## src/rtl/mul_4b_seq.sv

```systemverilog
// 4x4 -> 8 unsigned sequential shift-add multiplier (IDLE/CALC/DONE), one adder
// iteration per clock. Optional macro MUL_ZERO_BYPASS_EN: zero operands finish in one cycle.

module fa_1b (
   input  logic a,
   input  logic b,
   input  logic cin,
   output logic s,
   output logic cout
);
   assign s    = a ^ b ^ cin;
   assign cout = (a & b) | (cin & (a ^ b));
endmodule

// Structural 4-bit ripple-carry adder built from fa_1b cells.
module rca_4b (
   input  logic [3:0] a,
   input  logic [3:0] b,
   input  logic       cin,
   output logic [3:0] s,
   output logic       cout
);
   logic [4:0] c;

   assign c[0] = cin;

   for (genvar i = 0; i < 4; i++) begin : g_bit
      fa_1b u_fa (
         .a   (a[i]),
         .b   (b[i]),
         .cin (c[i]),
         .s   (s[i]),
         .cout(c[i+1])
      );
   end

   assign cout = c[4];
endmodule

module mul_4b_seq (
   input  logic       clk,
   input  logic       rst_n,
   input  logic       start,
   input  logic [3:0] A,
   input  logic [3:0] B,
   output logic       busy,
   output logic       done,
   output logic [7:0] P
);
   // Valid/ready contract: start is taken only in IDLE (busy=0) at a rising edge;
   // done pulses for one cycle with P already holding the new product.
   typedef enum logic [1:0] {
      IDLE = 2'd0,
      CALC = 2'd1,
      DONE = 2'd2
   } state_t;

   state_t     state, state_nxt;
   logic [3:0] mcand;
   logic [7:0] partial;
   logic [1:0] cnt;
   logic [7:0] p_q;

   logic [3:0] add_b;
   logic [3:0] add_s;
   logic       add_co;
   logic [7:0] partial_nxt;

   logic       accept;
   logic       iterate;
   logic       load_p;
   logic       bypass_hit;

`ifdef MUL_ZERO_BYPASS_EN
   assign bypass_hit = (A == 4'd0) || (B == 4'd0);
`else
   assign bypass_hit = 1'b0;
`endif

   // Adding zero when partial[0]=0 yields {0, partial[7:4]}, so one adder serves both cases.
   assign add_b       = partial[0] ? mcand : 4'd0;
   assign partial_nxt = {add_co, add_s, partial[3:1]};

   rca_4b u_add (
      .a   (partial[7:4]),
      .b   (add_b),
      .cin (1'b0),
      .s   (add_s),
      .cout(add_co)
   );

   always_ff @(posedge clk or negedge rst_n) begin
      if (!rst_n) begin
         state <= IDLE;
      end else begin
         state <= state_nxt;
      end
   end

   always_comb begin
      state_nxt = state;
      accept    = 1'b0;
      iterate   = 1'b0;
      load_p    = 1'b0;
      case (state)
         IDLE: begin
            if (start) begin
               accept    = 1'b1;
               state_nxt = bypass_hit ? DONE : CALC;
            end
         end
         CALC: begin
            iterate = 1'b1;
            if (cnt == 2'd3) begin
               load_p    = 1'b1;
               state_nxt = DONE;
            end
         end
         DONE: begin
            state_nxt = IDLE;
         end
         default: begin
            state_nxt = IDLE;
         end
      endcase
   end

   always_ff @(posedge clk or negedge rst_n) begin
      if (!rst_n) begin
         mcand   <= 4'd0;
         partial <= 8'd0;
         cnt     <= 2'd0;
         p_q     <= 8'd0;
      end else begin
         if (accept) begin
            mcand   <= A;
            partial <= {4'd0, B};
            cnt     <= 2'd0;
            if (bypass_hit) begin
               p_q <= 8'd0;
            end
         end
         if (iterate) begin
            partial <= partial_nxt;
            cnt     <= cnt + 2'd1;
         end
         // P is only updated with the finished product, never with intermediates.
         if (load_p) begin
            p_q <= partial_nxt;
         end
      end
   end

   assign busy = (state != IDLE);
   assign done = (state == DONE);
   assign P    = p_q;

endmodule

```

## config.mk

```make
export PLATFORM = sky130hd
export DESIGN_NAME = mul_4b_seq
export DESIGN_NICKNAME = d
export VERILOG_FILES = /design/src/rtl/mul_4b_seq.sv
export SDC_FILE = /design/constraint.sdc
export NUM_CORES = 1
export LEC_CHECK = 0
export ABC_AREA = 1
export ABC_CLOCK_PERIOD_IN_PS = 1900
export CORE_ASPECT_RATIO = 0.75
export CORE_MARGIN = 2
export CORE_UTILIZATION = 58
export CTS_BUF_LIST = sky130_fd_sc_hd__clkbuf_2
export CTS_CLUSTER_DIAMETER = 150
export CTS_CLUSTER_SIZE = 24
export DETAILED_ROUTE_END_ITERATION = 8
export DONT_BUFFER_PORTS = 1
export GPL_TIMING_DRIVEN = 0
export MAX_ROUTING_LAYER = met4
export PLACE_DENSITY = 0.86
export SLEW_MARGIN = 0
export SYNTH_ARGS = -nofsm -noshare
export SYNTH_HDL_FRONTEND = slang
export SYNTH_SLANG_ARGS = --single-unit
```

## constraint.sdc

```tcl
create_clock -name clk -period 1.9 [get_ports clk]
set_input_delay 0.095 -clock clk [delete_from_list [all_inputs] [get_ports clk]]
set_output_delay 0.095 -clock clk [all_outputs]
set_load 0.05 [all_outputs]
```

Word-level counts from Yosys, hierarchy flattened

Index checks and enable logic that the tools add are counted.

Add/sub/neg operators: 1
Equality and inequality tests: 5
Muxes and demuxes: 13
Bitwise operators: 17
Reductions and logical operators: 4

Operator list:

| operator            | number |
|---|---|
| $mux 8              | 2 |
| $mux 2              | 4 |
| $and 1x1->1         | 7 |
| $xor 1x1->1         | 7 |
| $mux 1              | 5 |
| $eq 2x2->1 const B  | 2 |
| $mux 4              | 1 |
| $ne 2x2->1 const B  | 2 |
| $pmux 2 s2          | 1 |
| $reduce_bool 2->1   | 2 |
| $or 1x1->1          | 3 |
| $add 2x1->2 const B | 1 |
| $eq 2x1->1 const B  | 1 |
| $logic_not 2->1     | 1 |
| $reduce_and 2->1    | 1 |

Flip-flop bits (word level): 24
Input bits: 11
Output and inout port bits: 10
Logic and storage cells: 45

Logic depth before layout (Yosys ltp)

Depth after elaboration: 9
Mapped depth: 8
Mapped depth without buffers: 8

By module

A second synthesis with hierarchy kept.

Cells, all modules: 127
Area total of the unflattened synthesis: 1136.1 um^2

Modules (own cells, without submodules):

| module     | instances | cells each | area each (um^2) | sequential area each (um^2) |
|---|---|---|---|---|
| mul_4b_seq | 1         | 123        | 1056.0           | 600.6 |
| fa_1b      | 4         | 1          | 20.0             | 0.0 |

Worst setup path after synthesis

OpenSTA, ideal clock, no wires.

Kind: reg-to-reg
Start point: reg partial[0]
End point: reg p_q[6], in the netlist P[6]
Arrival time: 1.939 ns
Path slack: -0.166 ns
Cell stages (with the launch flop): 9
Buffers on the path: 0
Path through: dfrtp_1 -> nand2_1 -> inv_1 -> ha_1 -> inv_1 -> fa_1 -> fa_1 -> fa_1 -> o21ai_0

Cells in the longest elaborated chain, start to end: 7
Elaborated cells between the ends (all ways): 12

RTL lines:

| item                                       | RTL line | text |
|---|---|---|
| from (decl)                                | 60       | `logic [7:0] partial;` |
| from (signal assigned)                     | 137      | `partial <= {4'd0, B};` |
| from (signal assigned)                     | 144      | `partial <= partial_nxt;` |
| $mux 4 (*)                                 | 81       | `assign add_b = partial[0] ? mcand : 4'd0;` |
| $and 1x1->1 or $xor 1x1->1 (tied branches) | 12       | `assign cout = (a & b) \| (cin & (a ^ b));` |
| $and 1x1->1                                | 12       |  |
| $or 1x1->1                                 | 12       |  |
| $and 1x1->1                                | 12       |  |
| $or 1x1->1                                 | 12       |  |
| $xor 1x1->1 (*)                            | 11       | `assign s = a ^ b ^ cin;` |
| to (signal assigned)                       | 149      | `p_q <= partial_nxt;` |
| to (decl)                                  | 62       | `logic [7:0] p_q;` |

Mark *: on every way between the ends. The rest lies on a longest branch, timed or not.
A chain may end at the register's enable or synchronous reset.

Final worst setup path

Start point: reg mcand[0]
End point: reg p_q[6], in the netlist P[6]

Cells in the longest elaborated chain, start to end: 7

RTL lines:

| item                      | RTL line | text |
|---|---|---|
| from (decl)               | 59       | `logic [3:0] mcand;` |
| from (signal assigned)    | 130      | `mcand <= 4'd0;` |
| from (signal assigned)    | 136      | `mcand <= A;` |
| $mux 4                    | 81       |  |
| $and 1x1->1 (2 in series) | 12       |  |
| $or 1x1->1                | 12       |  |
| $and 1x1->1               | 12       |  |
| $or 1x1->1                | 12       |  |
| $xor 1x1->1               | 11       |  |

No other way between the ends.

==> results.sh <==
export IMPL_wire_length_of_the_first_global_routing_pass_mm=3.50
export IMPL_clock_latency_ns=0.34
export IMPL_placeableCoreArea_um2=1740
export IMPL_place_hpwl_mm=1.34
export IMPL_timing_max_transition_violations_final=0
export IMPL_top_level_ports=21
export IMPL_fmax_mhz=500
export IMPL_cp_data_arrival_time_ns=2.27
export IMPL_place_gp_congestion=0.816
export IMPL_diodes=0
export IMPL_die_y_um=41.4
export IMPL_cts_sinks=24
export IMPL_synth_edf_count=0
export IMPL_required_ns=2.17
export IMPL_crit_path_max_fanout=2
export IMPL_setup_worst_path_class="reg2reg"
export IMPL_timing_critical_path_slowest_stage_cell="sky130_fd_sc_hd__fa_1"
export IMPL_layout_core_utilization_pct=75.9
export IMPL_cts_tree="built"
export IMPL_drv_cap=0
export IMPL_grtUsageTotal_pct=24.5
export IMPL_worst_ir_drop_vdd_v=0.00128
export IMPL_asyncSetResetFlopFracSynth_pct=100
export IMPL_die_width_um=53.9
export IMPL_relSlewSlack_pct=31.7
export IMPL_finalSetupViolCount=4
export IMPL_crit_family="adder cells"
export IMPL_global_route_overflow_total=0
export IMPL_synth_yosys_warnings=0
export IMPL_synth_top_flop_cell="sky130_fd_sc_hd__dfrtp_1"
export IMPL_failed_checks="setup timing"
export IMPL_final_layout_net_count=159
export IMPL_share_of_layout_cells_above_drive_strength_1_pct=11.3
export IMPL_critPathBufInv=2
export IMPL_timing_clock_skew_ns=0.0133
export IMPL_max_slew_worst_pin_slew_ns=1.02
export IMPL_finalWorstPathRequiredPeriod_ns=2.00
export IMPL_finalWirelength_mm=2.17
export IMPL_cp_start_kind="register"
export IMPL_syn_instance_count=121
export IMPL_number_of_antenna_violations_at_the_first_check_in_global_routing=0
export IMPL_postSynthRegisterBits=24
export IMPL_max_clock_path_buffers=2
export IMPL_worstPathCellList="nand2_1 > inv_1 > ha_1 > inv_1 > fa_2 > fa_2 > fa_1 > o21ai_1"
export IMPL_synth_avg_cell_area_um2=8.93
export IMPL_hold_fails_final_rpt=0
export IMPL_initial_core_util_pct=62.1
export IMPL_leakagePower_nw=0.656
export IMPL_vias_per_cell=5.25
export IMPL_cts_made_buffers=3
export IMPL_cp_end_kind="register"
export IMPL_netlist_cell_type_count=15
export IMPL_worst_hold_path_type="in2reg"
export IMPL_critPathMaxStageDelay_ns=0.51
export IMPL_areaGrowthSynthToFinish_pct=22.2
export IMPL_netlist_area_leader_share_pct=55.6
export IMPL_top_area_cells_in_the_synthesized_netlist="sky130_fd_sc_hd__dfrtp_1 (56%), sky130_fd_sc_hd__nand2_1 (19%), sky130_fd_sc_hd__fa_1 (5.6%)"
export IMPL_cts_htree_levels=1
export IMPL_run_status="finished with violations"
export IMPL_setup_slack_ns=-0.101
export IMPL_vias_post_dr=861
export IMPL_dieArea_um2=2230
export IMPL_drt_drc_violations_left=0
export IMPL_drt_first_iter_violations=23
export IMPL_power_density_nw_per_um2=1680
export IMPL_yosys_area_top_type="sky130_fd_sc_hd__dfrtp_1"
export IMPL_drt_pass1_iter_count=4
export IMPL_fin_total_pwr_w=0.00221
export IMPL_port_buffers=0
export IMPL_clock_slew_seen_by_the_registers_of_the_worst_setup_and_hold_paths_ns=0.22
export IMPL_synth_net_count=137
export IMPL_fp_row_count=13
export IMPL_synth_cell_area_um2=1080
export IMPL_antenna_violating_nets_post_route=0
export IMPL_ctsRootBufferMaster="sky130_fd_sc_hd__clkbuf_2"
export IMPL_detail_routed_net_length_per_standard_cell_um=13.3
export IMPL_maximum_number_of_pins_on_one_net_before_global_route_repair=25
export IMPL_layout_worst_path_cycle_share_pct=105
export IMPL_grt_setup_unrepaired="yes"
export IMPL_seq_area_frac_synth_pct=55.6
export IMPL_grt_pass1_vias=819
layout by cell type (no fill, tap or decap), drive strengths merged:
master	n
buf	6
bufinv	1
clkbuf	3
dfrtp	24
dlygate4sd3	14
fa	3
ha	2
inv	9
nand2	57
nand3	10
nor2	2
o21ai	11
flip-flops by register name (all words and copies together), names as in the netlist:
signal,cells
P,8
partial,8
mcand,4
cnt,2
state,2
cells by family after synthesis:
kind of cell               share of synthesized area [%]
adders and majority gates                           7.87
DFF                                                 55.6
AOI/OAI and AO/OA                                   5.09
buffers and inverters                               4.98
and+or+nand+nor                                     26.5
worst paths after layout:
path                           from    endpoint  slack, ns  cells after the start
setup reg to reg           mcand[0]        P[6]      -0.10                      8
setup / recovery           mcand[0]        P[6]      -0.10                      8
hold reg to reg              cnt[1]      cnt[1]       0.52                      2
max in group asynchronous     rst_n    state[0]       0.95                      1
hold / removal                start  partial[3]       0.04                      4
min in group asynchronous     rst_n  partial[6]       0.33                      1
where the power goes:
group / leakage [nW] / switching (W) / internal, W
registers: 0.309 / 0.000351 / 0.000709
logic: 0.321 / 0.000513 / 0.000309
clock network: 0.0266 / 0.000152 / 0.000181
per-stage QoR:
step / setup TNS, ns / hold slack (ns) / setup WS, ns / cells / cell area [um2]
final: -0.307 / 0.0433 / -0.101 / 164 / 1320
after detailed placement: -0.479 / -0.200 / -0.155 / 143 / 1110
after CTS: -0.407 / 0.0262 / -0.116 / 163 / 1310
after floorplan: -0.166 / -0.201 / -0.0836 / 121 / 1090
after global routing: -0.698 / 0.0392 / -0.189 / 164 / 1320
after global placement: -0.434 / -0.200 / -0.146 / 143 / 1110
tightest hold or removal path, stage by stage:
cell,delay [ns]
sky130_fd_sc_hd__o21ai_1,0.05
sky130_fd_sc_hd__inv_1,0.11
sky130_fd_sc_hd__nand2_1,0.07
sky130_fd_sc_hd__nand2_1,0.05
what timing repair did:
action / in CTS / in global routing
buffers inserted: 2 / 1
setup endpoints to repair: 4 / 4
endpoints found under the hold margin: 33 / 0
hold buffers: 14 / 0
resized for setup: 2 / 1
pin swaps: 0 / 1
routing by layer:
metal	wire length [um]	track usage, %	vias to the layer above	part of all wire (%)
li1	-	-	419	-
met1	938	26.3	407	43
met2	1060	42.1	31	49
met3	142	8.57	4	6.5
met4	37	10.9	0	1.7
met5	0	-	-	0
cell usage after synthesis (2+ instances only):
cell type and count:
sky130_fd_sc_hd__inv_1 8, sky130_fd_sc_hd__fa_1 3, sky130_fd_sc_hd__dfrtp_1 24, sky130_fd_sc_hd__o21ai_1 3, sky130_fd_sc_hd__ha_1 2, sky130_fd_sc_hd__nand3_1 9
sky130_fd_sc_hd__buf_4 2, sky130_fd_sc_hd__o21ai_0 8, sky130_fd_sc_hd__nand2_1 56
final cells by class:
type,count,area (um2)
Sequential cell,24,601
Multi-Input combinational cell,85,432
Fill cell,121,419
Timing Repair Buffer,17,163
Inverter,9,33.8
Clock inverter,1,30.0
Tap cell,22,27.5
Buffer,3,20.0
Clock buffer,3,15.0
No activity file was read; power rests on OpenSTA's default activity.
